--- src/rtl/dac_req_arbiter_if.sv ---
// dac_req_arbiter_if: requester side and SPI-engine
// side signals of the DAC write arbiter.
interface dac_req_arbiter_if #(
  parameter int NREQ = 4
);
  logic [NREQ-1:0]    req;
  logic [12*NREQ-1:0] req_data;
  logic [NREQ-1:0]    ack;
  logic               busy;
  logic [1:0]         grant_id;
  logic [11:0]        data;
  logic [3:0]         address;
  logic [3:0]         command;
  logic               dactrig;
  logic               dacdone;
  logic               err;

  modport master (
    input  req, req_data, dacdone,
    output ack, busy, grant_id,
    output data, address, command,
    output dactrig, err
  );

  modport slave (
    output req, req_data, dacdone,
    input  ack, busy, grant_id,
    input  data, address, command,
    input  dactrig, err
  );
endinterface

--- src/rtl/dac_req_arbiter.sv ---
// dac_req_arbiter: round-robin sharing of the DAC
// SPI write engine, with a done watchdog.
module dac_req_arbiter #(
  parameter int         NREQ    = 4,
  parameter logic [3:0] CMD     = 4'b0011,
  parameter int         TIMEOUT = 1023
) (
  input logic               CLK50MHZ,
  input logic               RST,
  dac_req_arbiter_if.master bus
);

  typedef enum logic [1:0] {
    IDLE, ISSUE, WAIT, ACK
  } state_t;

  localparam logic [15:0] TO = 16'(TIMEOUT);
  localparam logic [1:0]  LAST = 2'(NREQ - 1);

  state_t      state_q, state_d;
  logic [1:0]  ptr_q, ptr_d;
  logic [1:0]  gid_q, gid_d;
  logic [11:0] data_q, data_d;
  logic [3:0]  addr_q, addr_d;
  logic [15:0] wdog_q, wdog_d;
  logic        err_q, err_d;

  logic [3:0]  req4;
  logic [2:0]  idx3;
  logic [1:0]  pick;
  logic        hit;
  logic [11:0] sel;

  // first pending request at or above ptr, wrapping at NREQ
  always_comb begin
    req4 = '0;
    req4[NREQ-1:0] = bus.req;
    idx3 = '0;
    hit  = 1'b0;
    pick = ptr_q;
    for (int k = 0; k < NREQ; k++) begin
      idx3 = {1'b0, ptr_q} + 3'(k);
      if (idx3 >= 3'(NREQ))
        idx3 = idx3 - 3'(NREQ);
      if (!hit && req4[idx3[1:0]]) begin
        hit  = 1'b1;
        pick = idx3[1:0];
      end
    end
  end

  // value of the requester being granted
  always_comb begin
    sel = '0;
    for (int i = 0; i < NREQ; i++)
      if (pick == 2'(i))
        sel = bus.req_data[12*i +: 12];
  end

  // next state, grant capture and watchdog
  always_comb begin
    state_d = state_q;
    ptr_d   = ptr_q;
    gid_d   = gid_q;
    data_d  = data_q;
    addr_d  = addr_q;
    wdog_d  = wdog_q;
    err_d   = err_q;
    unique case (state_q)
      IDLE: begin
        if (hit) begin
          gid_d   = pick;
          data_d  = sel;
          addr_d  = {2'b00, pick};
          state_d = ISSUE;
        end
      end
      ISSUE: begin
        wdog_d  = '0;
        ptr_d   = (gid_q == LAST) ? 2'd0
                                  : gid_q + 2'd1;
        state_d = WAIT;
      end
      WAIT: begin
        if (bus.dacdone) begin
          state_d = ACK;
        end else begin
          wdog_d = wdog_q + 16'd1;
          if (wdog_d == TO) begin
            err_d   = 1'b1;
            state_d = ACK;
          end
        end
      end
      ACK: state_d = IDLE;
      default: state_d = IDLE;
    endcase
  end

  // state and output registers
  always_ff @(posedge CLK50MHZ or negedge RST) begin
    if (!RST) begin
      state_q <= IDLE;
      ptr_q   <= '0;
      gid_q   <= '0;
      data_q  <= '0;
      addr_q  <= 4'hF;
      wdog_q  <= '0;
      err_q   <= 1'b0;
    end else begin
      state_q <= state_d;
      ptr_q   <= ptr_d;
      gid_q   <= gid_d;
      data_q  <= data_d;
      addr_q  <= addr_d;
      wdog_q  <= wdog_d;
      err_q   <= err_d;
    end
  end

  // one-hot completion pulse for the served requester
  always_comb begin
    bus.ack = '0;
    for (int i = 0; i < NREQ; i++)
      bus.ack[i] = (state_q == ACK) &&
                   (gid_q == 2'(i));
  end

  assign bus.busy     = (state_q != IDLE);
  assign bus.dactrig  = (state_q == ISSUE);
  assign bus.grant_id = gid_q;
  assign bus.data     = data_q;
  assign bus.address  = addr_q;
  assign bus.command  = CMD;
  assign bus.err      = err_q;

endmodule

--- src/flat_wrapper.sv ---
// flat-port wrapper written by rule: the top's interface ports become plain ports
module dac_req_arbiter_flat 
#(
  parameter int         NREQ    = 4,
  parameter logic [3:0] CMD     = 4'b0011,
  parameter int         TIMEOUT = 1023
)
  (CLK50MHZ, RST, bus_req, bus_req_data, bus_dacdone, bus_ack, bus_busy, bus_grant_id, bus_data, bus_address, bus_command, bus_dactrig, bus_err);
  dac_req_arbiter_if #(.NREQ(NREQ)) bus_i ();
  input logic CLK50MHZ;
  input logic RST;
  input wire logic [$bits(bus_i.req)-1:0] bus_req;
  input wire logic [$bits(bus_i.req_data)-1:0] bus_req_data;
  input wire logic [$bits(bus_i.dacdone)-1:0] bus_dacdone;
  output wire logic [$bits(bus_i.ack)-1:0] bus_ack;
  output wire logic [$bits(bus_i.busy)-1:0] bus_busy;
  output wire logic [$bits(bus_i.grant_id)-1:0] bus_grant_id;
  output wire logic [$bits(bus_i.data)-1:0] bus_data;
  output wire logic [$bits(bus_i.address)-1:0] bus_address;
  output wire logic [$bits(bus_i.command)-1:0] bus_command;
  output wire logic [$bits(bus_i.dactrig)-1:0] bus_dactrig;
  output wire logic [$bits(bus_i.err)-1:0] bus_err;
  assign bus_i.req = bus_req;
  assign bus_i.req_data = bus_req_data;
  assign bus_i.dacdone = bus_dacdone;
  assign bus_ack = bus_i.ack;
  assign bus_busy = bus_i.busy;
  assign bus_grant_id = bus_i.grant_id;
  assign bus_data = bus_i.data;
  assign bus_address = bus_i.address;
  assign bus_command = bus_i.command;
  assign bus_dactrig = bus_i.dactrig;
  assign bus_err = bus_i.err;
  dac_req_arbiter #(.NREQ(NREQ), .CMD(CMD), .TIMEOUT(TIMEOUT)) u_core (.CLK50MHZ(CLK50MHZ), .RST(RST), .bus(bus_i));
endmodule
--- config.mk ---
export PLATFORM = sky130hd
export DESIGN_NAME = dac_req_arbiter_flat
export DESIGN_NICKNAME = d
export VERILOG_FILES = /design/src/rtl/dac_req_arbiter_if.sv /design/src/rtl/dac_req_arbiter.sv /design/src/flat_wrapper.sv
export SDC_FILE = /design/constraint.sdc
export NUM_CORES = 1
export LEC_CHECK = 0
export ABC_AREA = 1
export CORE_MARGIN = 2
export CORE_UTILIZATION = 45
export CTS_CLUSTER_SIZE = 10
export DETAILED_ROUTE_END_ITERATION = 8
export GPL_ROUTABILITY_DRIVEN = 0
export PLACE_DENSITY = 0.81
export SYNTH_ARGS = -nofsm -noshare
export SYNTH_HDL_FRONTEND = slang
export SYNTH_SLANG_ARGS = --single-unit
--- constraint.sdc ---
create_clock -name CLK50MHZ -period 3.9 [get_ports CLK50MHZ]
set_input_delay 0.78 -clock CLK50MHZ [delete_from_list [all_inputs] [get_ports CLK50MHZ]]
set_output_delay 0.78 -clock CLK50MHZ [all_outputs]
set_load 0.03 [all_outputs]
==> flow_metrics.tcl, run 1 <==
set metrics [dict create \
    avgSynthCellArea_um2 6.95 \
    hold_path_class "reg2reg" \
    setup_tns_ps 0 \
    drv_slew 0 \
    io_buffers 79 \
    netlist.area_leader.share 0.316 \
    vias_per_cell 4.85 \
    leakage_nw 1.80 \
    synth_warnings 0 \
    syn_area_um2 2770 \
    grt_setup_unrepaired "false" \
    synth_most_common_cell "nand2_1" \
    finalCritPeriodShare 0.777 \
    finClkSkew_ps 11.5 \
    htree_num_levels 2 \
    path_clk_slew_ps 80 \
    dp_hpwl_um 5250 \
    cts_setup_buffers 0 \
    antenna_left 0 \
    via_count 2662 \
    drt_iter0_drc 74 \
    drc 0 \
    cp_data_required_time_ps 4100 \
    async_flop_share 1.00 \
    grt_max_degree 39 \
    grt-ovfl-total 0 \
    io_pins 84 \
    timing.fmax_ghz 0.330 \
    crit_path_end_kind "register" \
    nNetsFinal 539 \
    root_buffer "clkbuf_8" \
    period_needed_ps 3030 \
    worst_pin_slew_ps 1050 \
    hold_buffers 0 \
    first_pass_iters 4 \
    status "complete, no violations" \
    ys_seq_elements 38 \
    yosysSeqAreaShare 0.344 \
    wl_um 6650 \
    initial_utilization 0.466 \
    grt_pass1_vias 2517 \
    ys.flop_type "dfrtp_1" \
    dpl_cell_area_um2 3560 \
    synth_top_area_cell "dfrtp_1" \
    area_delta_synth_final_pct 33.2 \
    power.total_mw 2.94 \
    num_antenna_cells 0 \
    cp-start-kind "input pin" \
    synthDistinctLibCells 32 \
    place_inst 541 \
    die-area_um2 6810 \
    clk_latency_ps 300 \
    synth_area_leaders "dfrtp_1 (32%), nand2_1 (17%), inv_1 (7.7%), nand3_1 (7.0%), ha_1 (5.0%)" \
    wl_per_cell_um 12.1 \
    crit_type "in2reg" \
    placement_rows 28 \
    clock-sinks 38 \
    synth_cells 399 \
    die_y_um 82.5 \
    vdd_drop_max_uv 596 \
    drv_cap 0 \
    cellPowerDensity_nw_per_um2 797 \
    hold_viol 0 \
    numCtsBuffers 5 \
    slew_headroom 0.299 \
    cp_max_fo 18 \
    stdcell_count 549 \
    utilization 0.620 \
    cp.arrival_ps 3230 \
    cts_buffer_depth 2 \
    cts_resized 0 \
    hold_depth 2 \
    grt_pass1_wl_um 11000 \
    synthTopCellsByCount "nand2_1 (126), inv_1 (57), nand3_1 (39), dfrtp_1 (35), o21ai_0 (26)" \
    drive_above_1_share 0.0781 \
    setup_viol 0 \
    synth_edf_count 0 \
    chipWidth_um 82.5 \
    core_area_um2 5960 \
    antenna_found_initial 0 \
    fin_area_um2 3690 \
    r2r_cells 10 \
    cts_tree "done" \
    grt_util_all_layers 0.209 \
]
-- final cells by class --
class                           count  area [um^2]
Fill cell                         557         2260
Multi-Input combinational cell    288         1490
Sequential cell                    38          955
Timing Repair Buffer               79          786
Inverter                           61          233
Tap cell                           75         93.8
Clock buffer                        5         68.8
Clock inverter                      3         68.8
-- state kept, by name, summed over array words and instances (netlist names) --
name / count
u_core.bus.data: 12
u_core.ptr_q: 2
u_core.bus.address: 3
u_core.state_q: 2
u_core.wdog_q: 16
u_core.bus.err: 1
u_core.bus.grant_id: 2
-- cell families (layout without fill, tap and decap cells) --
kind of cell / after synthesis / after routing / synth area share
buffers and inverters: 75 / 148 / 0.121
AOI/OAI and AO/OA: 42 / 42 / 0.0866
DFF: 38 / 38 / 0.344
xor gates and xnor gates: 10 / 10 / 0.0316
and+or+nand+nor: 221 / 221 / 0.364
other: 2 / 4 / 0.00271
adders and majority gates: 11 / 11 / 0.0496
-- cells in the final DEF (no fill, tap or decap), types with 3 or more instances in the layout --
| master | count |
|---|---|
| nand2_1 | 126 |
| clkdlybuf4s50_1 | 78 |
| inv_1 | 57 |
| nand3_1 | 39 |
| dfrtp_1 | 35 |
| o21ai_0 | 26 |
| nor2_1 | 20 |
| ha_1 | 11 |
| xor2_1 | 10 |
| o22ai_1 | 10 |
| nand2_2 | 8 |
| nand4_1 | 8 |
| or2_0 | 6 |
| clkbuf_8 | 5 |
| nand2_4 | 4 |
| o21ai_2 | 4 |
| conb_1 | 4 |
| nor3_1 | 3 |
| dfstp_2 | 3 |
-- power breakdown --
group	internal (mW)	switching (mW)
Sequential	0.526	0.116
Clock	0.256	0.148
Combinational	0.658	1.24
-- critical path, stage by stage --
cell and delay (ps):
clkdlybuf4s50_1 480, nand2_1 70, nand3_1 100, nand2_1 120, inv_1 120, nor4_1 70, nor2_1 790, inv_1 460
nand2_1 170, nand2_1 60
-- worst paths after layout --
check | from | end | slack [ps]
hold reg to reg | u_core.bus.address[2] | u_core.bus.address[2] | 470
hold / removal | u_core.bus.address[2] | u_core.bus.address[2] | 470
setup reg to reg | u_core.ptr_q[0] | u_core.bus.data[2] | 1170
min in group asynchronous | RST | u_core.wdog_q[8] | 570
max in group asynchronous | RST | u_core.wdog_q[5] | 2810
setup / recovery | bus_req[1] | u_core.bus.data[2] | 870
-- metrics by stage --
stage | worst slack (ps) | hold WS (ps)
2_1_floorplan | 1800 | 484
3_3_place_gp | 658 | 452
3_5_place_dp | 529 | 454
4_1_cts | 843 | 479
5_1_grt | 439 | 500
6_report | 869 | 469
-- routing by layer --
metal / vias up / track usage / share of wire
met5: - / 0 / 0
li1: 1390 / - / -
met1: 1180 / 0.264 / 0.44
met3: 9 / 0.0543 / 0.066
met2: 83 / 0.352 / 0.48
met4: 0 / 0.0574 / 0.012
Power figures use the tool's default switching activity.
==> run 2: changes to the inputs <==
- clock period: 3.9 -> 2.9 ns (I/O delays scaled with it)
==> flow_metrics.tcl, run 2 (synthesized netlist as in run 1, its figures left out) <==
set metrics [dict create \
    nNetsFinal 543 \
    core_area_um2 5960 \
    drv_cap 0 \
    layout_commonest_cell "nand2_1" \
    first_pass_iters 4 \
    cp-start-kind "input pin" \
    chipWidth_um 82.5 \
    clk_latency_ps 290 \
    vias_per_cell 4.92 \
    antenna_found_initial 0 \
    finClkSkew_ps 3.26 \
    crit_type "in2reg" \
    cts_tree "done" \
    grt_pass1_wl_um 11200 \
    hold_viol 0 \
    setup_viol 0 \
    cp.arrival_ps 2590 \
    setup_tns_ps 0 \
    largest_register_ffs 16 \
    power.total_mw 3.92 \
    grt_setup_unrepaired "false" \
    cts_setup_buffers 0 \
    placement_rows 28 \
    wl_um 6810 \
    drt_iter0_drc 102 \
    drc 0 \
    root_buffer "clkbuf_8" \
    hold_path_class "in2async" \
    slew_headroom 0.443 \
    cp_data_required_time_ps 3080 \
    numCtsBuffers 5 \
    crit_chain "clkdlybuf4s50_1, nand2_1, nand2_1, nand2_1, nand2_1, nand4_2, nand2_4, nand2_4, o21ai_0, inv_1, nand2_1, nand2_1" \
    fillCellCount 548 \
    grt_util_all_layers 0.213 \
    cts_resized 0 \
    period_needed_ps 2410 \
    drv_slew 0 \
    area_delta_synth_final_pct 33.5 \
    status "complete, no violations" \
    vdd_drop_max_uv 638 \
    path_clk_slew_ps 70 \
    top_layer "met4" \
    worst_pin_slew_ps 835 \
    antenna_left 0 \
    dp_hpwl_um 5450 \
    timing.fmax_ghz 0.415 \
    crit_path_end_kind "register" \
    finalCritPeriodShare 0.831 \
    drive_above_1_share 0.0837 \
    crit_family "simple AND/OR/NAND/NOR gates" \
    crit_buf_inv 2 \
    die_y_um 82.5 \
    num_antenna_cells 0 \
    grt_pass1_vias 2627 \
    io_buffers 79 \
    leakage_nw 1.81 \
    met2_length_um 3240 \
    utilization 0.622 \
    grt-ovfl-total 0 \
    htree_num_levels 2 \
    cts_buffer_depth 2 \
    crit_top_cell "nand2_1" \
    cellPowerDensity_nw_per_um2 1060 \
    mostFrequentLayoutCells "nand2_1 (126), clkdlybuf4s50_1 (78), inv_1 (57)" \
    via_count 2723 \
    io_pins 84 \
    wl_met1_um 2940 \
    critical_path.max_stage_delay_ps 470 \
    hold_buffers 0 \
    cp_slowest_cell "clkdlybuf4s50_1" \
    initial_utilization 0.466 \
    grt_max_degree 39 \
    wl_per_cell_um 12.3 \
    wl_met3_um 474 \
    cp_max_fo 18 \
    die-area_um2 6810 \
    clock-sinks 38 \
    largest-register "u_core.wdog_q" \
]
run 2: path summary, 6_finish.rpt:
check | slack [ps] | endpoint | depth (start not counted) | startpoint
hold / removal | 390 | u_core.wdog_q[4] | 1 | RST
hold reg to reg | 460 | u_core.bus.address[2] | 2 | u_core.bus.address[2]
setup reg to reg | 540 | u_core.bus.data[6] | 13 | u_core.ptr_q[0]
min in group CLK50MHZ | 460 | u_core.bus.address[2] | 2 | u_core.bus.address[2]
max in group asynchronous | 1990 | u_core.wdog_q[13] | 1 | RST
setup / recovery | 490 | u_core.bus.data[6] | 12 | bus_req[2]
run 2: final cells by class:
| type | instances | area, um^2 | share of cell area |
|---|---|---|---|
| Inverter | 61 | 233 | 0.0628 |
| Clock buffer | 7 | 86.3 | 0.0233 |
| Tap cell | 75 | 93.8 | 0.0253 |
| Sequential cell | 38 | 955 | 0.258 |
| Clock inverter | 1 | 30.0 | 0.00811 |
| Timing Repair Buffer | 83 | 816 | 0.220 |
| Multi-Input combinational cell | 288 | 1490 | 0.402 |
run 2: per-stage QoR:
stage               hold WS [ps]  std cells  setup WS [ps]  area (um^2)
CTS                          422        553            501         3700
global placement             440        545            363         3590
finish                       388        553            491         3700
floorplan                    284        401           1000         2780
global route                 452        553            323         3700
detailed placement           448        545            197         3590
run 2: where the power goes:
part	switching, mW	internal [mW]	leakage, nW
clock	0.180	0.280	0.0585
combinational	1.69	0.922	1.27
sequential	0.144	0.707	0.485
total	2.01	1.91	1.81
run 2: layer usage:
layer,vias up,GRT usage
met5,-,0
met4,0,0.0754
met1,1208,0.258
met2,91,0.360
met3,14,0.0620
li1,1410,-
